## config.mk

```make
export PLATFORM = sky130hd
export DESIGN_NAME = cpu_mem_sequencer
export DESIGN_NICKNAME = d
export VERILOG_FILES = /design/src/rtl/cpu_pkg.sv /design/src/rtl/bus_wait_timer.sv /design/src/rtl/cpu_mem_sequencer.sv
export SDC_FILE = /design/constraint.sdc
export NUM_CORES = 1
export LEC_CHECK = 0
export CAP_MARGIN = 20
export CORE_MARGIN = 8
export CORE_UTILIZATION = 38
export CTS_CLUSTER_SIZE = 12
export DETAILED_ROUTE_END_ITERATION = 16
export GPL_TIMING_DRIVEN = 0
export MAX_ROUTING_LAYER = met4
export PLACE_DENSITY = 0.8
export SYNTH_ARGS = -nofsm -noshare
export SYNTH_HDL_FRONTEND = slang
export SYNTH_SLANG_ARGS = --single-unit
export TNS_END_PERCENT = 1
```

## constraint.sdc

```tcl
create_clock -name clk -period 5.2 [get_ports clk]
set_input_delay 1.04 -clock clk [delete_from_list [all_inputs] [get_ports clk]]
set_output_delay 1.04 -clock clk [all_outputs]
set_load 0.05 [all_outputs]
```

## src/rtl/cpu_pkg.sv

```systemverilog
// cpu_pkg: shared sequencer state encoding, default widths and bus command type.
package cpu_pkg;
  localparam int XLEN_DEF = 32;
  localparam int ADDR_W_DEF = 32;
  typedef enum logic [2:0] {FETCH, DECODE, MEM, COMMIT, HALTED, FAULT} state_e;
  typedef struct packed {
    logic req;
    logic we;
    logic [ADDR_W_DEF-1:0] addr;
    logic [XLEN_DEF-1:0] wdata;
  } bus_cmd_t;
endpackage

```

## src/rtl/bus_wait_timer.sv

```systemverilog
// bus_wait_timer: counts bus wait states of one transfer and flags a timeout.
module bus_wait_timer #(
  parameter int TIMEOUT = 255
) (
  input  logic clk,
  input  logic reset,
  input  logic i_clear,
  input  logic i_wait,
  output logic o_timeout
);
  localparam int CW = TIMEOUT > 1 ? $clog2(TIMEOUT + 1) : 1;
  logic [CW-1:0] r_cnt;
  always_ff @(posedge clk or negedge reset)
    if (!reset) r_cnt <= '0;
    else if (i_clear) r_cnt <= '0;
    else if (i_wait) r_cnt <= r_cnt + 1'b1;
  // fires on the wait cycle that brings the count to TIMEOUT
  assign o_timeout = (TIMEOUT != 0) && i_wait && (r_cnt == CW'(TIMEOUT - 1));
endmodule

```

## src/rtl/cpu_mem_sequencer.sv

```systemverilog
// cpu_mem_sequencer: multicycle fetch/data sequencer between core and a shared
// valid/ready memory port, with halt/step control, bus fault trap and instret.
module cpu_mem_sequencer
  import cpu_pkg::*;
#(
  parameter int XLEN    = XLEN_DEF,
  parameter int ADDR_W  = ADDR_W_DEF,
  parameter int TIMEOUT = 255,
  parameter int CNT_W   = 32
) (
  input  logic              clk,
  input  logic              reset,
  input  logic [ADDR_W-1:0] core_pc,
  input  logic              core_mem_re,
  input  logic              core_mem_we,
  input  logic [ADDR_W-1:0] core_addr,
  input  logic [XLEN-1:0]   core_wdata,
  output logic [XLEN-1:0]   core_instr,
  output logic [XLEN-1:0]   core_rdata,
  output logic              core_en,
  output logic              bus_req,
  output logic              bus_we,
  output logic [ADDR_W-1:0] bus_addr,
  output logic [XLEN-1:0]   bus_wdata,
  input  logic              bus_ready,
  input  logic [XLEN-1:0]   bus_rdata,
  input  logic              bus_err,
  input  logic              halt_req,
  input  logic              step,
  output logic              halted,
  output logic              fault,
  output logic [CNT_W-1:0]  instret
);
  state_e r_state, w_next;
  logic r_we, r_step;
  logic [XLEN-1:0] r_instr, r_rdata;
  logic [CNT_W-1:0] r_instret;
  bus_cmd_t w_cmd;
  logic w_xfer, w_ok, w_timeout;
  // request is gated by reset so it drops the moment reset asserts
  always_comb begin
    w_cmd = '0;
    w_cmd.req = reset && (r_state == FETCH || r_state == MEM);
    w_cmd.we = (r_state == MEM) && r_we;
    w_cmd.addr = (r_state == MEM) ? core_addr : core_pc;
    w_cmd.wdata = (r_state == MEM) ? core_wdata : '0;
  end
  assign bus_req = w_cmd.req;
  assign bus_we = w_cmd.we;
  assign bus_addr = w_cmd.addr;
  assign bus_wdata = w_cmd.wdata;
  assign w_xfer = w_cmd.req && bus_ready;
  assign w_ok = w_xfer && !bus_err;
  bus_wait_timer #(.TIMEOUT(TIMEOUT)) u_timer (
    .clk(clk),
    .reset(reset),
    .i_clear(!w_cmd.req),
    .i_wait(w_cmd.req && !bus_ready),
    .o_timeout(w_timeout)
  );
  always_comb begin
    w_next = r_state;
    case (r_state)
      FETCH, MEM: w_next = (w_timeout || (w_xfer && bus_err)) ? FAULT :
                           !w_ok ? r_state : (r_state == FETCH) ? DECODE : COMMIT;
      DECODE:     w_next = (core_mem_we || core_mem_re) ? MEM : COMMIT;
      COMMIT:     w_next = (halt_req || r_step) ? HALTED : FETCH;
      HALTED:     w_next = (step || !halt_req) ? FETCH : HALTED;
      default:    w_next = FAULT;
    endcase
  end
  always_ff @(posedge clk or negedge reset)
    if (!reset) begin
      r_state <= FETCH;
      r_we <= 1'b0;
      r_step <= 1'b0;
      r_instr <= '0;
      r_rdata <= '0;
      r_instret <= '0;
    end else begin
      r_state <= w_next;
      if (r_state == DECODE) r_we <= core_mem_we;
      if (r_state == HALTED && step) r_step <= 1'b1;
      else if (r_state == COMMIT) r_step <= 1'b0;
      if (r_state == FETCH && w_ok) r_instr <= bus_rdata;
      if (r_state == MEM && w_ok && !r_we) r_rdata <= bus_rdata;
      if (r_state == COMMIT) r_instret <= r_instret + 1'b1;
    end
  assign core_instr = r_instr;
  assign core_rdata = r_rdata;
  assign instret = r_instret;
  assign core_en = r_state == COMMIT;
  assign halted = r_state == HALTED;
  assign fault = r_state == FAULT;
endmodule

```

After elaboration in Yosys (flattened, before gate mapping). Cells that the tools add are included.

Add/subtract/negate cells: 2. Equality and inequality tests: 8. Multiplexer cells: 13. Reductions and logical operators: 23.

Operators with widths (count): 2-to-1 mux 32 bit (2); adder 32 x 1 -> 32 bit, second input constant (1); 2-to-1 mux 8 bit (2); 2-to-1 mux 3 bit (4); case mux 3 bit (4 select lines) (1); logical AND 1 bit (11); adder 8 x 1 -> 8 bit, second input constant (1); == test 8 bit, second input constant (1); == test 3 x 2 -> 1 bit, second input constant (2); == test 3 bit, second input constant (2); logical OR 1 bit (5); logical NOT 1 bit (4); == test 3 x 1 -> 1 bit, second input constant (1); logical NOT 3 bit (1); 2-to-1 mux 1 bit (3); inequality test 3 bit, second input constant (1); 2-to-1 mux 2 bit (1); inequality test 2 x 1 -> 1 bit, second input constant (1); nonzero test 2 bit (1); OR reduction 2 bit (1).

Bits in registers: 109. Output and inout port bits: 165.

Logic depth before layout (Yosys ltp). Gate-level depths: netlist (run 1).

Word-level depth: 8. Gate-level depth with buffers: 6. Depth with buffers taken out: 6.

Cells and area by module. Synthesis (run 1) repeated with hierarchy kept, for this count alone.

Cells, all modules: 419. Area total of the unflattened synthesis: 5367.6 um^2.

By module, submodules not included: cpu_mem_sequencer (instances 1, cells an instance 378, area an instance 4956.0 um^2, sequential area each 2527.4 um^2); bus_wait_timer (instances 1, cells an instance 41, area an instance 411.6 um^2, sequential area each 200.2 um^2).

Worst setup path after synthesis (run 1). No wires, ideal clock.

Kind: input-to-output. Start: input port reset. End: output port bus_req. Arrival: 1.883 ns. Required time: 4.160 ns. Slack: 2.277 ns. Stages on the path: 3. Path buffers: 1. Cell sequence: or3b_1 clkbuf_1 inv_1.

Word-level cells in the longest chain between the ends: 1.

RTL lines: start: declaration (line cpu_mem_sequencer.sv:12) `input logic reset,`; logical AND 1 bit (line cpu_mem_sequencer.sv:43) `w_cmd.req = reset && (r_state == FETCH || r_state == MEM);`; end: declaration (line cpu_mem_sequencer.sv:21) `output logic bus_req,`.

Every way passes these cells.

Worst setup path in the final report (run 1). Same ends and word-level chain as after synthesis.

==> results_dict.tcl, run 1 <==
set metrics [dict create \
    cts_buffer_depth 2 \
    nets 868 \
    grtUsageMet3_pct 5.299 \
    ys_ff_latch 109 \
    htree_num_levels 3 \
    rsz0062_at_grt "false" \
    synthArstFlopShare_pct 100.0 \
    vdd_drop_max_uv 330.2 \
    rows 42 \
    cts.clk_slew.worst_paths_ps 70 \
    yosys_most_used_dff "dfrtp_1" \
    post_route_cells_drive_above_1_share_pct 19.62 \
    number_of_cells_on_the_worst_hold_path 1 \
    remaining_number_of_nets_flagged_by_the_antenna_check_after_routing 0 \
    setup_total_negative_slack_ps 0 \
    drcViolationCount 0 \
    final.setup_skew_ps 8.267 \
    synth_seq_area_share_pct 52.40 \
    crit_path_start_kind "input pin" \
    timing.hold.worst.start "instret[31]$_DFFE_PN0P_" \
    fillCellCount 995 \
    syn_nets 557 \
    area_taken_by_multi_input_logic_gates_um2 2322 \
    worst_hold_path.endpoint "instret[31]$_DFFE_PN0P_" \
    dr.first_iter.drc_count 233 \
    grt_overflow_total 0 \
    die_x_um 133.0 \
    synth_largest_type_area_fraction_pct 52.40 \
    placed_area_um2 8443 \
    critical_path.endpoint_type "output port" \
    status "completed" \
    cts_tree "yes" \
    netlist_area_um2 5205 \
    holdWs_ps 468.5 \
    dieArea_um2 17700 \
    drt_wl_total_um 18070 \
    yosysWarningCount 0 \
    die_y_extent_um 133.0 \
    most_used_standard_cell_by_instance_count_after_synthesis "dfrtp_1" \
    cts_post_setup_buffers_inserted 0 \
    placeableCoreArea_um2 13300 \
    cts_hold_buffers 0 \
    boundaryPins 301 \
    setup.worst_path.class "input pin to output port" \
    finish.instance_area_um2 8771 \
    hold_viol 0 \
    max-slew-margin-rel_pct 56.05 \
    num_vias 4395 \
    grt_use_met1_pct 21.50 \
    start_util_pct 39.15 \
    cts.repair.resized 0 \
    synth.top_cells.by_count "dfrtp_1, mux2_2, and2_1" \
    grtUsageMet2_pct 37.02 \
    wire_per_inst_um 19.79 \
    timing.final.max_slew_violations 0 \
    crit_fanout 40 \
    synth_enable_flop_cells 0 \
    dpl.cell_count 894 \
    min_period_over_period_pct 78.25 \
    power.density_nw_per_um2 586.4 \
    global_route_wire_length_before_repair_um 27630 \
    grt_max_degree 74 \
    worstHoldPathType "flop to flop" \
    syn_avg_cell_area_um2 12.45 \
    yosys_cell_types 42 \
    count_of_endpoints_failing_setup_in_the_final_report 0 \
    arrival_ps 3030 \
    crit_required_ps 4160 \
    max_slew.worst_pin.slew_ps 653.3 \
    number_of_sinks_driven_by_the_clock_tree 109 \
    register_area_um2 2728 \
    time_the_final_worst_path_needs_with_i_o_delays_and_setup_ps 4069 \
    reg2reg_depth 6 \
    max_cap_viol_count 0 \
    gr-usage-all-layers_pct 20.58 \
    drt_pass1_iterations 4 \
    via_count_of_the_first_global_routing_pass 4953 \
    yosys-top-cells-area "dfrtp_1, mux2_2, and2_1" \
    leakage_nw 3.727 \
    syn2layout_area_growth_pct 68.51 \
    regToRegEndpoint "instret[20]$_DFFE_PN0P_" \
    synthCells 418 \
    cts-buffers-inserted 9 \
    max_freq_mhz 245.8 \
    reg2reg_setup_slack_ps 3130 \
    instances_no_fill 913 \
    grt_antenna_before_repair 3 \
    gp_routability_congestion 0.8701 \
    port-buffer-count 299 \
    synth_top_cell_by_area "dfrtp_1" \
    worstReg2RegStart "instret[0]$_DFFE_PN0P_" \
    clock_tree.root_cell "clkbuf_16" \
    dpl.hpwl_um 14870 \
    worst_skew_pair.late_latency_ps 330 \
    top_usage_layer "met2" \
    post_drt_via_cell_ratio 4.814 \
]
worst max-delay path, cell delays in order:
cell             delay (ps)
buf_4                   420
or3b_1                  390
clkbuf_1                240
inv_1                   100
clkdlybuf4s50_1         810
per-stage QoR:
step / utilization, % / setup WS [ps] / power [mW]
final: 65.97 / 1131 / 5.143
after global routing: 65.97 / 995.1 / 5.354
after CTS: 65.91 / 1099 / 5.196
after detailed placement: 63.50 / 1098 / 4.462
after global placement: 63.32 / -2456 / 4.416
after floorplan: - / 2277 / 3.317
logic make-up (layout without fill, tap and decap cells):
group | Yosys count | after routing | share of synthesized area [%]
other | 0 | 3 | 0
buffers and inverters | 34 | 350 | 2.981
AO/OA/AOI/OAI | 10 | 10 | 1.178
multiplexers | 97 | 97 | 20.99
adder cells (fa/ha/maj) | 3 | 3 | 0.7212
XOR/XNOR | 36 | 36 | 6.058
AND/OR/NAND/NOR | 129 | 129 | 15.67
flip-flops | 109 | 109 | 52.40
power by group:
| part | internal, mW | leakage, nW | switching (mW) | total, mW |
|---|---|---|---|---|
| clock | 0.415 | 0.151 | 0.299 | 0.714 |
| sequential | 1.13 | 1.42 | 0.164 | 1.30 |
| combinational | 1.13 | 2.15 | 2.00 | 3.13 |
state kept, by name, summed over array words and instances (netlist names):
name           flops
u_timer.r_cnt      8
core_rdata        32
r_state            3
r_step             1
instret           32
r_we               1
core_instr        32
cell usage in the layout (no fill, tap or decap), drive strengths merged, types with 13 or more instances in the layout:
cell type / instances
xor2: 19
dfrtp: 109
xnor2: 17
nor2: 22
buf: 15
clkbuf: 21
and2: 33
nand2: 13
mux2: 97
inv: 13
clkdlybuf4s50: 298
layout make-up:
cell class | instances | share of cell area [%]
Clock inverter | 4 | 0.6134
Buffer | 22 | 1.255
Inverter | 12 | 0.5136
Tap cell | 176 | 2.511
Clock buffer | 12 | 3.039
Antenna cell | 3 | 0.08559
Multi-Input combinational cell | 275 | 26.48
Sequential cell | 109 | 31.10
Timing Repair Buffer | 300 | 34.41
routing by layer:
metal  vias to the layer above  wire [um]
li1                       2060          -
met1                      2140       6748
met2                       184       9775
met3                        11       1262
met4                         0        281
met5                         -          0
worst max path at each step:
stage / cells after the start / start / to / slack [ps]
6_report: 5 / reset / bus_req / 1130
3_3_place_gp: 5 / reset / bus_req / -2460
5_1_grt: 5 / reset / bus_req / 1000
4_1_cts: 5 / reset / bus_req / 1100
2_1_floorplan: 3 / reset / bus_req / 2280
3_5_place_dp: 5 / reset / bus_req / 1100
(Power assumes the default switching activity.)
==> run 2, diff against run 1 <==
- clock period: 5.2 -> 3.82 ns (I/O delays scaled with it)
==> run 2 against run 1 <==
  * Die area unchanged
  * Register-to-register slack got worse by 1400 ps
  * Non-clock buffer count unchanged
  * Hold slack got worse by 74 ps
  * Combinational power increased by 36%
  * Core utilization increased by 0.48 points
  * Via count about the same
  * Critical path type is now flop to output port
  * Highest routed layer unchanged
==> results_dict.tcl, run 2 (synthesis results as in run 1) <==
set metrics [dict create \
    status "completed" \
    hold_viol 0 \
    pwr-share-seq_pct 25.3 \
    clockPowerShare_pct 13.9 \
    worstHoldPathType "input pin to async pin" \
    remaining_number_of_nets_flagged_by_the_antenna_check_after_routing 0 \
    grt_overflow_total 0 \
    vdd_drop_max_uv 410.9 \
    post_drt_via_cell_ratio 4.812 \
    max_freq_mhz 274.3 \
    gp_routability_congestion 0.8701 \
    power.density_nw_per_um2 791.2 \
    internal_power_mw 3.646 \
    wire_per_inst_um 19.82 \
    port-buffer-count 299 \
    placeableCoreArea_um2 13300 \
    drt_wl_total_um 18100 \
    number_of_sinks_driven_by_the_clock_tree 109 \
    sw_frac_of_total_pct 47.84 \
    crit_path_start_kind "flop" \
    die_x_um 133.0 \
    gr-usage-all-layers_pct 20.58 \
    die_y_extent_um 133.0 \
    combinationalPowerShare_pct 60.8 \
    dieArea_um2 17700 \
    final_common_cell "clkdlybuf4s50_1" \
    rsz0062_at_grt "true" \
    htree_num_levels 3 \
    max-slew-margin-rel_pct 55.34 \
    dr.first_iter.drc_count 234 \
    boundaryPins 301 \
    fillCellCount 980 \
    nets 868 \
    worstReg2RegStart "instret[0]$_DFFE_PN0P_" \
    placed_area_um2 8443 \
    dpl.hpwl_um 14870 \
    clock_tree.root_cell "clkbuf_16" \
    leakage_nw 4.022 \
    cts.repair.resized 0 \
    crit_required_ps 3060 \
    count_of_endpoints_failing_setup_in_the_final_report 0 \
    setup_total_negative_slack_ps 0 \
    critical_path.endpoint_type "output port" \
    num_vias 4393 \
    cts_post_setup_buffers_inserted 0 \
    post-route-util_pct 66.45 \
    power.switching_mw 3.344 \
    cts_tree "yes" \
    worst_skew_pair.late_latency_ps 330 \
    mostFrequentLayoutCells "clkdlybuf4s50_1, dfrtp_1, mux2_2, and2_1, dlymetal6s2s_1" \
    cts_buffer_depth 2 \
    max_cap_viol_count 0 \
    time_the_final_worst_path_needs_with_i_o_delays_and_setup_ps 3645 \
    timing.final.max_slew_violations 0 \
    final.setup.worst_slack_ps 174.9 \
    reg2reg_depth 6 \
    grt_max_degree 74 \
    setup.worst_path.class "flop to output port" \
    finish.instance_area_um2 8835 \
    crit_fanout 10 \
    via_count_of_the_first_global_routing_pass 4953 \
    final.setup_skew_ps 7.667 \
    place_ws_ps 269.8 \
    cts_hold_buffers 0 \
    max_slew.worst_pin.slew_ps 663.8 \
    rows 42 \
    min_period_over_period_pct 95.42 \
    area_taken_by_multi_input_logic_gates_um2 2322 \
    cts.clk_slew.worst_paths_ps 70 \
    arrival_ps 2880 \
    drcViolationCount 0 \
    start_util_pct 39.15 \
    register_area_um2 2728 \
    drt_pass1_iterations 4 \
    cts-buffers-inserted 9 \
    syn2layout_area_growth_pct 69.74 \
    post_route_cells_drive_above_1_share_pct 19.75 \
    startpoint "r_state[0]$_DFFE_PN0P_" \
    grt_antenna_before_repair 3 \
    global_route_wire_length_before_repair_um 27630 \
]
==> run 2: cell types whose count changed in the layout (fill, tap and decap cells not counted) <==
cell,change
clkdlybuf4s50_1,-25
clkbuf_1,-1
clkbuf_2,+1
dlymetal6s2s_1,+25
==> run 2: layout make-up <==
type                       count  share of cell area, %
buffer                        22                  1.260
inverter                      12                 0.5098
clock inverter                 4                 0.6090
clock buffer                  12                  3.017
multi-input combinational    275                  26.29
antenna                        3                0.08497
sequential                   109                  30.87
tap                          176                  2.493
timing repair buffer         300                  34.87
==> run 2: worst paths after layout <==
kind | slack [ps] | end
max | 170 | bus_wdata[12]
min | 390 | instret[17]$_DFFE_PN0P_
max reg2reg | 1750 | instret[20]$_DFFE_PN0P_
min reg2reg | 470 | instret[31]$_DFFE_PN0P_
max in group asynchronous | 2690 | core_instr[8]$_DFFE_PN0P_
min in group clk | 470 | instret[31]$_DFFE_PN0P_
==> run 2: stage by stage <==
step	total power [mW]	instances	hold WS, ps
4_1_cts	7.073	910	406.4
3_3_place_gp	6.011	893	458.8
6_report	6.990	913	394.9
2_1_floorplan	4.516	418	467.1
5_1_grt	7.279	913	420.4
3_5_place_dp	6.074	894	457.2
==> run 2: power by group through the flow <==
stage | Sequential [mW] | Clock (mW) | Combinational (mW)
floorplan | 3.04 | 0 | 1.48
global placement | 1.76 | 0 | 4.25
detailed placement | 1.79 | 0 | 4.28
CTS | 1.77 | 0.998 | 4.31
global route | 1.82 | 1.04 | 4.42
finish | 1.77 | 0.972 | 4.25
==> run 2: worst max-delay path, stage by stage, from the launching register on <==
cell and delay, ps:
dfrtp_1 390, clkbuf_1 210, nor3b_1 370, buf_2 290, clkbuf_1 290, and2_1 180
clkdlybuf4s50_1 830
==> run 2: routing by layer <==
| layer | track usage [%] | part of all wire [%] | vias up |
|---|---|---|---|
| met5 | - | 0 | - |
| li1 | - | - | 2059 |
| met3 | 5.299 | 7.2 | 11 |
| met2 | 37.02 | 54 | 179 |
| met4 | 6.625 | 1.6 | 0 |
| met1 | 21.50 | 37 | 2144 |
==> run 3, diff against run 2 <==
- PLACE_DENSITY: 0.8 -> 0.88
- REMOVE_ABC_BUFFERS: default -> 1
==> run 3 against run 2 <==
  * Sequential power barely moved
  * Power rose by 1.0%
  * Largest power group unchanged
  * Highest routed layer unchanged
  * Wire length fell by 3.1%
  * Sequential cell count did not move
  * Critical endpoint is now bus_addr[13]
  * Clock power rose by 5%
  * Critical path type unchanged
==> results_dict.tcl, run 3 (synthesis results as in run 1) <==
set metrics [dict create \
    status "completed" \
    dpl.cell_count 879 \
    post-route-util_pct 66.05 \
    drt_pass1_iterations 4 \
    time_the_final_worst_path_needs_with_i_o_delays_and_setup_ps 3681 \
    worst_skew_pair.late_latency_ps 340 \
    max-slew-margin-rel_pct 55.15 \
    critical_path.endpoint_type "output port" \
    cts_tree "yes" \
    die_x_um 133.0 \
    area_taken_by_multi_input_logic_gates_um2 2338 \
    dr.first_iter.drc_count 159 \
    mostFrequentLayoutCells "clkdlybuf4s50_1, dfrtp_1, mux2_2, and2_1, nor2_1" \
    cts.clk_slew.worst_paths_ps 70 \
    syn2layout_area_growth_pct 68.73 \
    crit_required_ps 3060 \
    cp_cell_sequence "nor3b_4, buf_6, mux2_2, clkdlybuf4s50_1" \
    min_period_over_period_pct 96.37 \
    dieArea_um2 17700 \
    setup.worst_path.class "flop to output port" \
    htree_num_levels 3 \
    power.density_nw_per_um2 804.1 \
    worstHoldPathType "input pin to async pin" \
    rsz0062_at_grt "true" \
    hold_viol 0 \
    place_ws_ps -231.7 \
    crit_path_start_kind "flop" \
    global_route_wire_length_before_repair_um 27480 \
    post_drt_via_cell_ratio 4.790 \
    max_freq_mhz 271.7 \
    setup_total_negative_slack_ps 0 \
    finish.instance_area_um2 8782 \
    boundaryPins 301 \
    count_of_endpoints_failing_setup_in_the_final_report 0 \
    final_common_cell "clkdlybuf4s50_1" \
    cp_slowest_cell "clkdlybuf4s50_1" \
    grt_antenna_before_repair 0 \
    max_slew.worst_pin.slew_ps 670.7 \
    num_antenna_cells 0 \
    cts-buffers-inserted 9 \
    placed_area_um2 8433 \
    worst_path_dominant_cell_family "buffers and inverters" \
    gr-usage-all-layers_pct 20.27 \
    grt_max_degree 67 \
    post_route_cells_drive_above_1_share_pct 19.33 \
    max_cap_viol_count 0 \
    instances_no_fill 895 \
    final.setup.worst_slack_ps 138.8 \
    num_vias 4287 \
    timing.final.max_slew_violations 0 \
    drt_wl_total_um 17530 \
    fillCellCount 958 \
    timing.critical_path.buf_inv 2 \
    p_total_mw 7.062 \
    dpl.hpwl_um 14160 \
    leakage_nw 3.743 \
    drcViolationCount 0 \
    final.setup_skew_ps 5.325 \
    cts_buffer_depth 2 \
    grt_overflow_total 0 \
    slowest_delay_ps 800 \
    port-buffer-count 300 \
    number_of_sinks_driven_by_the_clock_tree 109 \
    clock_tree.root_cell "clkbuf_16" \
    arrival_ps 2920 \
    gp_routability_congestion 0.8649 \
    wire_per_inst_um 19.59 \
    nets 853 \
    vdd_drop_max_uv 500.8 \
    crit_fanout 24 \
    register_area_um2 2728 \
    cts_hold_buffers 0 \
    placeableCoreArea_um2 13300 \
    holdWs_ps 350.8 \
    die_y_extent_um 133.0 \
    remaining_number_of_nets_flagged_by_the_antenna_check_after_routing 0 \
    rows 42 \
    start_util_pct 39.15 \
    via_count_of_the_first_global_routing_pass 4854 \
]
==> run 3: cell count changes in the layout (fill, tap and decap cells not counted), sizes merged <==
cell	delta
buf	-7
clkbuf	-12
bufinv	+1
diode	-3
clkinvlp	-1
clkinv	+2
clkdlybuf4s50	+25
dlymetal6s2s	-24
inv	+1
==> run 3: worst register-to-register path, cell delays in order (launching register included) <==
cell      delay, ps
dfrtp_1         520
nand3b_2        430
or4_1           840
nor4_2          370
xor2_1          190
==> run 3: metal layers <==
layer  vias to the layer above  routed length, um  global-route usage (%)  part of all wire, %
met1                      2093               7177                   23.13                   41
met2                       155               9083                   35.03                   52
met3                        11               1141                   6.170                  6.5
met5                         -                  0                       -                    0
met4                         0                131                   2.902                 0.75
li1                       2028                  -                       -                    -
==> run 3: layout make-up <==
class	count	area share, %
Clock inverter	7	1.225
Multi-Input combinational cell	275	26.63
Inverter	12	0.5129
Timing Repair Buffer	307	35.50
Tap cell	176	2.507
Sequential cell	109	31.06
Clock buffer	9	2.564
==> run 3: final timing paths <==
| path | startpoint | to | slack (ps) | cells past startpoint |
|---|---|---|---|---|
| min reg2reg | instret[31]$_DFFE_PN0P_ | instret[31]$_DFFE_PN0P_ | 480 | 1 |
| max in group asynchronous | reset | core_rdata[27]$_DFFE_PN0P_ | 2880 | 2 |
| max | r_state[0]$_DFFE_PN0P_ | bus_addr[13] | 140 | 4 |
| min in group clk | instret[31]$_DFFE_PN0P_ | instret[31]$_DFFE_PN0P_ | 480 | 1 |
| max reg2reg | r_state[2]$_DFFE_PN0P_ | instret[20]$_DFFE_PN0P_ | 1390 | 4 |
| min | reset | core_rdata[2]$_DFFE_PN0P_ | 350 | 1 |
==> run 3: repair_timing <==
action,in CTS,in global routing
buffers inserted,0,0
cloned,0,0
gates resized for setup,3,1
setup endpoints to repair,5,2
==> run 3: power breakdown <==
| part | internal (mW) | total, mW | switching [mW] |
|---|---|---|---|
| clock | 0.586 | 1.02 | 0.434 |
| sequential | 1.54 | 1.80 | 0.255 |
| combinational | 1.56 | 4.24 | 2.69 |
| total | 3.69 | 7.06 | 3.38 |
==> edit 1 (settings of run 3) <==
Register the output `fault`, without a reset; this adds one clock of latency there. The other outputs are not delayed to match.
--- a/src/rtl/cpu_mem_sequencer.sv
+++ b/src/rtl/cpu_mem_sequencer.sv
@@ -91,6 +91,8 @@
   assign instret = r_instret;
   assign core_en = r_state == COMMIT;
   assign halted = r_state == HALTED;
-  assign fault = r_state == FAULT;
+  always_ff @(posedge clk) begin
+    fault <= r_state == FAULT;
+  end
 endmodule
 
Formal check against the unedited RTL: not equivalent (Yosys sat finds a counterexample within 4 cycles, from zero or initial values and one cycle with reset low).
==> edit 1 against run 3 <==
- routed wire length down 0.13%
- area after synthesis increased by 0.38%
- total power shrank 0.30%
- sequential cell count grew 1
- setup slack improved by 0.18 ns
- cell area grew 0.21%
==> edit 1: results (changes against run 3) <==
- Global Route met3 Usage: 0.0621 (was 0.0617)
- Inserted Diodes: 0 (unchanged)
- WL met3: 1250 um (was 1140 um)
- Layout non-clock buf frac: 0.356 (was 0.355)
- Sequential cell area fraction in the yosys report: 0.526 (was 0.524)
- Crit Path Max Fanout: 23 (was 24)
- Max transition margin: 0.515 (was 0.551)
- Final clock-cell share: 0.0350 (was 0.0379)
- Fraction of area in multi-input gates: 0.266 (about the same)
- Seq/total area: 0.312 (was 0.311)
- RD Place Congestion: 0.874 (was 0.865)
- Placed cell area: 8460 um^2 (was 8430 um^2)
- Net Sw Frac: 0.480 (was 0.478)
- First-pass GRT wire length: 27400 um (was 27500 um)
- DR WL met2: 8870 um (was 9080 um)
- Clk_buf instances: 11 (was 9)
- Run status: finished clean (unchanged)
- Vias per Instance: 4.87 (was 4.79)
- CTS max path bufs: 2 (unchanged)
- Nets: 857 (was 853)
- Gr usage total: 0.199 (was 0.203)
- WL/cell: 19.4 um (was 19.6 um)
- Total power: 0.00704 W (was 0.00706 W)
- Layout fillers: 1015 (was 958)
- Slowest Stage Delay on Critical Path: 0.76 ns (was 0.80 ns)
- M2 GR Usage: 0.335 (was 0.350)
- Seq cells: 110 (was 109)
- Clock network fraction of total power: 0.136 (was 0.144)
- Starting DRT DRC Count: 154 (was 159)
- Largest net degree at the start of global routing: 62 (was 67)
- Flop+latch power: 0.00183 W
- HPWL Detailed: 13900 um (was 14200 um)
- Peak VDD IR: 0.000476 V (was 0.000501 V)
- Grt met1 use: 0.222 (was 0.231)
- Leakage dissipation: 3.77 nW (was 3.74 nW)
- Worst Skew: 0.00723 ns (was 0.00532 ns)
- Post-CTS Resized: 9 (was 3)
- Async SR Flop Fraction: 0.991 (was 1.00)
- CTS buffer count: 9 (unchanged)
- Layout cells sized above 1: 0.195 (was 0.193)
- Buffers excl. clock: 310 (was 307)
- Post-Place Worst Slack: -0.254 ns (was -0.232 ns)
- Cells taking the most area after synthesis: dfrtp_1 (52%), mux2_2 (21%), and2_1 (4.0%), xor2_1 (3.2%), xnor2_1 (2.8%) (was dfrtp_1 (52%), mux2_2 (21%), and2_1 (4.0%), xor2_1 (3.2%), xnor2_1 (2.9%))
- Post-synth cell types: 43 (was 42)
- M1 WL: 7100 um (was 7180 um)
[edit 1: final timing paths]
kind / startpoint / slack, ns / endpoint / cells after the start
max: r_state[0] / 0.32 / bus_addr[23] / 5
min: reset / 0.36 / core_instr[2] / 1
max reg2reg: r_state[2] / 1.45 / instret[20] / 4
min reg2reg: instret[31] / 0.47 / instret[31] / 1
max in group asynchronous: reset / 2.86 / r_state[0] / 2
min in group clk: instret[31] / 0.47 / instret[31] / 1
[edit 1: cell families (layout without fill, tap and decap cells)]
family                     Yosys count  after routing  synth area share
and+or+nand+nor                    129            129             0.156
buffers and inverters               34            337            0.0297
DFF                                110            110             0.526
adders and majority gates            3              3           0.00718
AOI/OAI and AO/OA                   10             10            0.0117
muxes                               97             97             0.209
xor gates and xnor gates            36             36            0.0603
[edit 1: stage by stage]
step                 util  std cells
floorplan               -        397
global placement    0.611        877
detailed placement  0.619        884
CTS                 0.642        899
global route        0.644        902
finish              0.644        902
==> edit 2 (flow settings as in run 3) <==
Without the edit above. `TIMEOUT` is set to 255 in 2 places; all go to 510.
--- a/src/rtl/bus_wait_timer.sv
+++ b/src/rtl/bus_wait_timer.sv
@@ -1,6 +1,6 @@
 // bus_wait_timer: counts bus wait states of one transfer and flags a timeout.
 module bus_wait_timer #(
-  parameter int TIMEOUT = 255
+  parameter int TIMEOUT = 510
 ) (
   input  logic clk,
   input  logic reset,
--- a/src/rtl/cpu_mem_sequencer.sv
+++ b/src/rtl/cpu_mem_sequencer.sv
@@ -5,7 +5,7 @@
 #(
   parameter int XLEN    = XLEN_DEF,
   parameter int ADDR_W  = ADDR_W_DEF,
-  parameter int TIMEOUT = 255,
+  parameter int TIMEOUT = 510,
   parameter int CNT_W   = 32
 ) (
   input  logic              clk,
Behaviour: same outputs for any inputs over 10 cycles, from zero or initial values and one cycle with reset low; that may be too few to reach the edited logic, so the function may still have changed.
==> edit 2 against run 3 <==
- via count is 6.4% higher
- area after synthesis grew 3.4%
- cell area increased by 0.84%
- setup slack better by 0.043 ns
- total power decreased by 1.2%
- combinational power about the same
- sequential cell count grew 1
- maximum frequency up 1.2%
- sequential share of layout area about the same
- routed wire length grew 14%
- global-route usage grew 1.8 points
- count of clock-buffer cells in the layout up 1
- critical endpoint is now bus_addr[31]
- largest power group unchanged
==> edit 2: results (changes against run 3) <==
- Worst slew pin tran: 0.659 ns (was 0.671 ns)
- Hold_ws: 0.448 ns (was 0.351 ns)
- Post-Place Cells: 888 (was 879)
- Vias in the first global route: 5010 (was 4854)
- Worst r2r src: r_state[2] (unchanged)
- Post-synthesis compound-gate area fraction: 0.00976 (was 0.0118)
- M1 WL: 7350 um (was 7180 um)
- Crit Path Max Fanout: 21 (was 24)
- Syn_area_per_cell: 12.6 um^2 (was 12.5 um^2)
- Top FF cell, synth: dfrtp_1 (unchanged)
- Initial antenna violation count: 6 (was 0)
- Post-synth cell types: 40 (was 42)
- Clk root buf: clkbuf_16 (unchanged)
- Slowest cell on the critical path: clkdlybuf4s50_1 (unchanged)
- Largest net degree at the start of global routing: 65 (was 67)
- Clk_lat worst skew: 0.34 ns (about the same)
- First-pass GRT wire length: 30000 um (was 27500 um)
- Post-Place Worst Slack: -0.0188 ns (was -0.232 ns)
- Hold Crit Class: input pin to async pin (unchanged)
- Clock transition at the registers of the reported paths: 0.07 ns (about the same)
- Leakage dissipation: 3.92 nW (was 3.74 nW)
- Commonest cells post-synth: dfrtp_1 (110), mux2_2 (67), and3_1 (37) (was dfrtp_1 (109), mux2_2 (97), and2_1 (33))
- DR WL met2: 11000 um (was 9080 um)
- Worst r2r path cells: 5 (was 4)
- Layout cells sized above 1: 0.174 (was 0.193)
- CTS max path bufs: 2 (unchanged)
- Starting DRT DRC Count: 194 (was 159)
- Drt pass-1 iters: 4 (unchanged)
- WL met3: 1240 um (was 1140 um)
- Top Layer Used: met4 (unchanged)
- Reg-to-Reg End: core_rdata[29] (was instret[20])
- Synth Area in Adders: 0.00697 (was 0.00721)
- H-tree depth: 3 (unchanged)
- Sum Neg Setup Slack: 0 ns (unchanged)
- WL/cell: 22.0 um (was 19.6 um)
- # port buffers: 300 (unchanged)
- Async SR Flop Fraction: 1.00 (unchanged)
- Slowest Stage Delay on Critical Path: 0.72 ns (was 0.80 ns)
- Layout fillers: 1050 (was 958)
- Fraction of synthesized area in multiplexers: 0.224 (was 0.210)
- Gr usage total: 0.221 (was 0.203)
- Peak VDD IR: 0.000469 V (was 0.000501 V)
- Cells taking the most area after synthesis: dfrtp_1 (51%), mux2_2 (14%), mux2_4 (8.4%), and3_1 (4.3%), xor2_1 (3.3%) (was dfrtp_1 (52%), mux2_2 (21%), and2_1 (4.0%), xor2_1 (3.2%), xnor2_1 (2.9%))
- CTS buffer count: 9 (unchanged)
- Worst Skew: 0.00882 ns (was 0.00532 ns)
- Nets: 859 (was 853)
- YS warnings: 0 (unchanged)
- RD Place Congestion: 0.899 (was 0.865)
- Vias per Instance: 5.01 (was 4.79)
- HPWL Detailed: 16300 um (was 14200 um)
- Crit path DAT: 2.87 ns (was 2.92 ns)
- Placed cell area: 8540 um^2 (was 8430 um^2)
- Synth Area in XOR/XNOR: 0.0618 (was 0.0606)
- Sequential cell area fraction in the yosys report: 0.511 (was 0.524)
- Run status: finished clean (unchanged)
- Flop-to-flop setup slack: 0.83 ns (was 1.39 ns)
- Via count: 4561 (was 4287)
[edit 2: where the power goes]
part / switching (W) / internal (W)
sequential: 0.000296 / 0.00153
combinational: 0.00265 / 0.00159
clock: 0.000406 / 0.000508
[edit 2: cell type report]
type	count	area (um^2)	area share
Timing Repair Buffer	305	3100	0.350
Sequential cell	110	2750	0.311
Multi-Input combinational cell	288	2450	0.276
Clock buffer	10	229	0.0259
Tap cell	180	225	0.0254
Clock inverter	5	60.1	0.00678
Inverter	6	22.5	0.00254
Antenna cell	6	15.0	0.00170
[edit 2: cell families (layout without fill, tap and decap cells)]
family,Yosys count,count (layout)
muxes,97,97
adders and majority gates,3,3
DFF,110,110
buffers and inverters,30,326
xor gates and xnor gates,38,38
other,0,6
AOI/OAI and AO/OA,8,8
and+or+nand+nor,141,142
[edit 2: what timing repair did]
item / 4_1_cts / 5_1_grt
endpoints found under the setup margin: 32 / 19
gates cloned: 1 / 0
resized for setup: 4 / 1
setup buffers: 0 / 0
pin swaps: 1 / 0
[edit 2: layer usage]
metal / vias to the layer above / global-route usage
met1: 2259 / 0.226
met2: 183 / 0.398
li1: 2104 / -
met5: - / -
met3: 15 / 0.0505
met4: 0 / 0.0969
[edit 2: how the worst max path moves through the flow]
stage / startpoint / to / slack (ns) / cells past startpoint
floorplan: r_state[0] / core_rdata[0] / 0.31 / 4
global placement: reset / core_instr[7] / -4.83 / 3
detailed placement: r_state[0] / bus_addr[23] / -0.02 / 5
CTS: r_state[2] / bus_addr[31] / 0.06 / 5
global route: r_state[2] / bus_addr[22] / 0.08 / 5
finish: r_state[2] / bus_addr[31] / 0.18 / 5
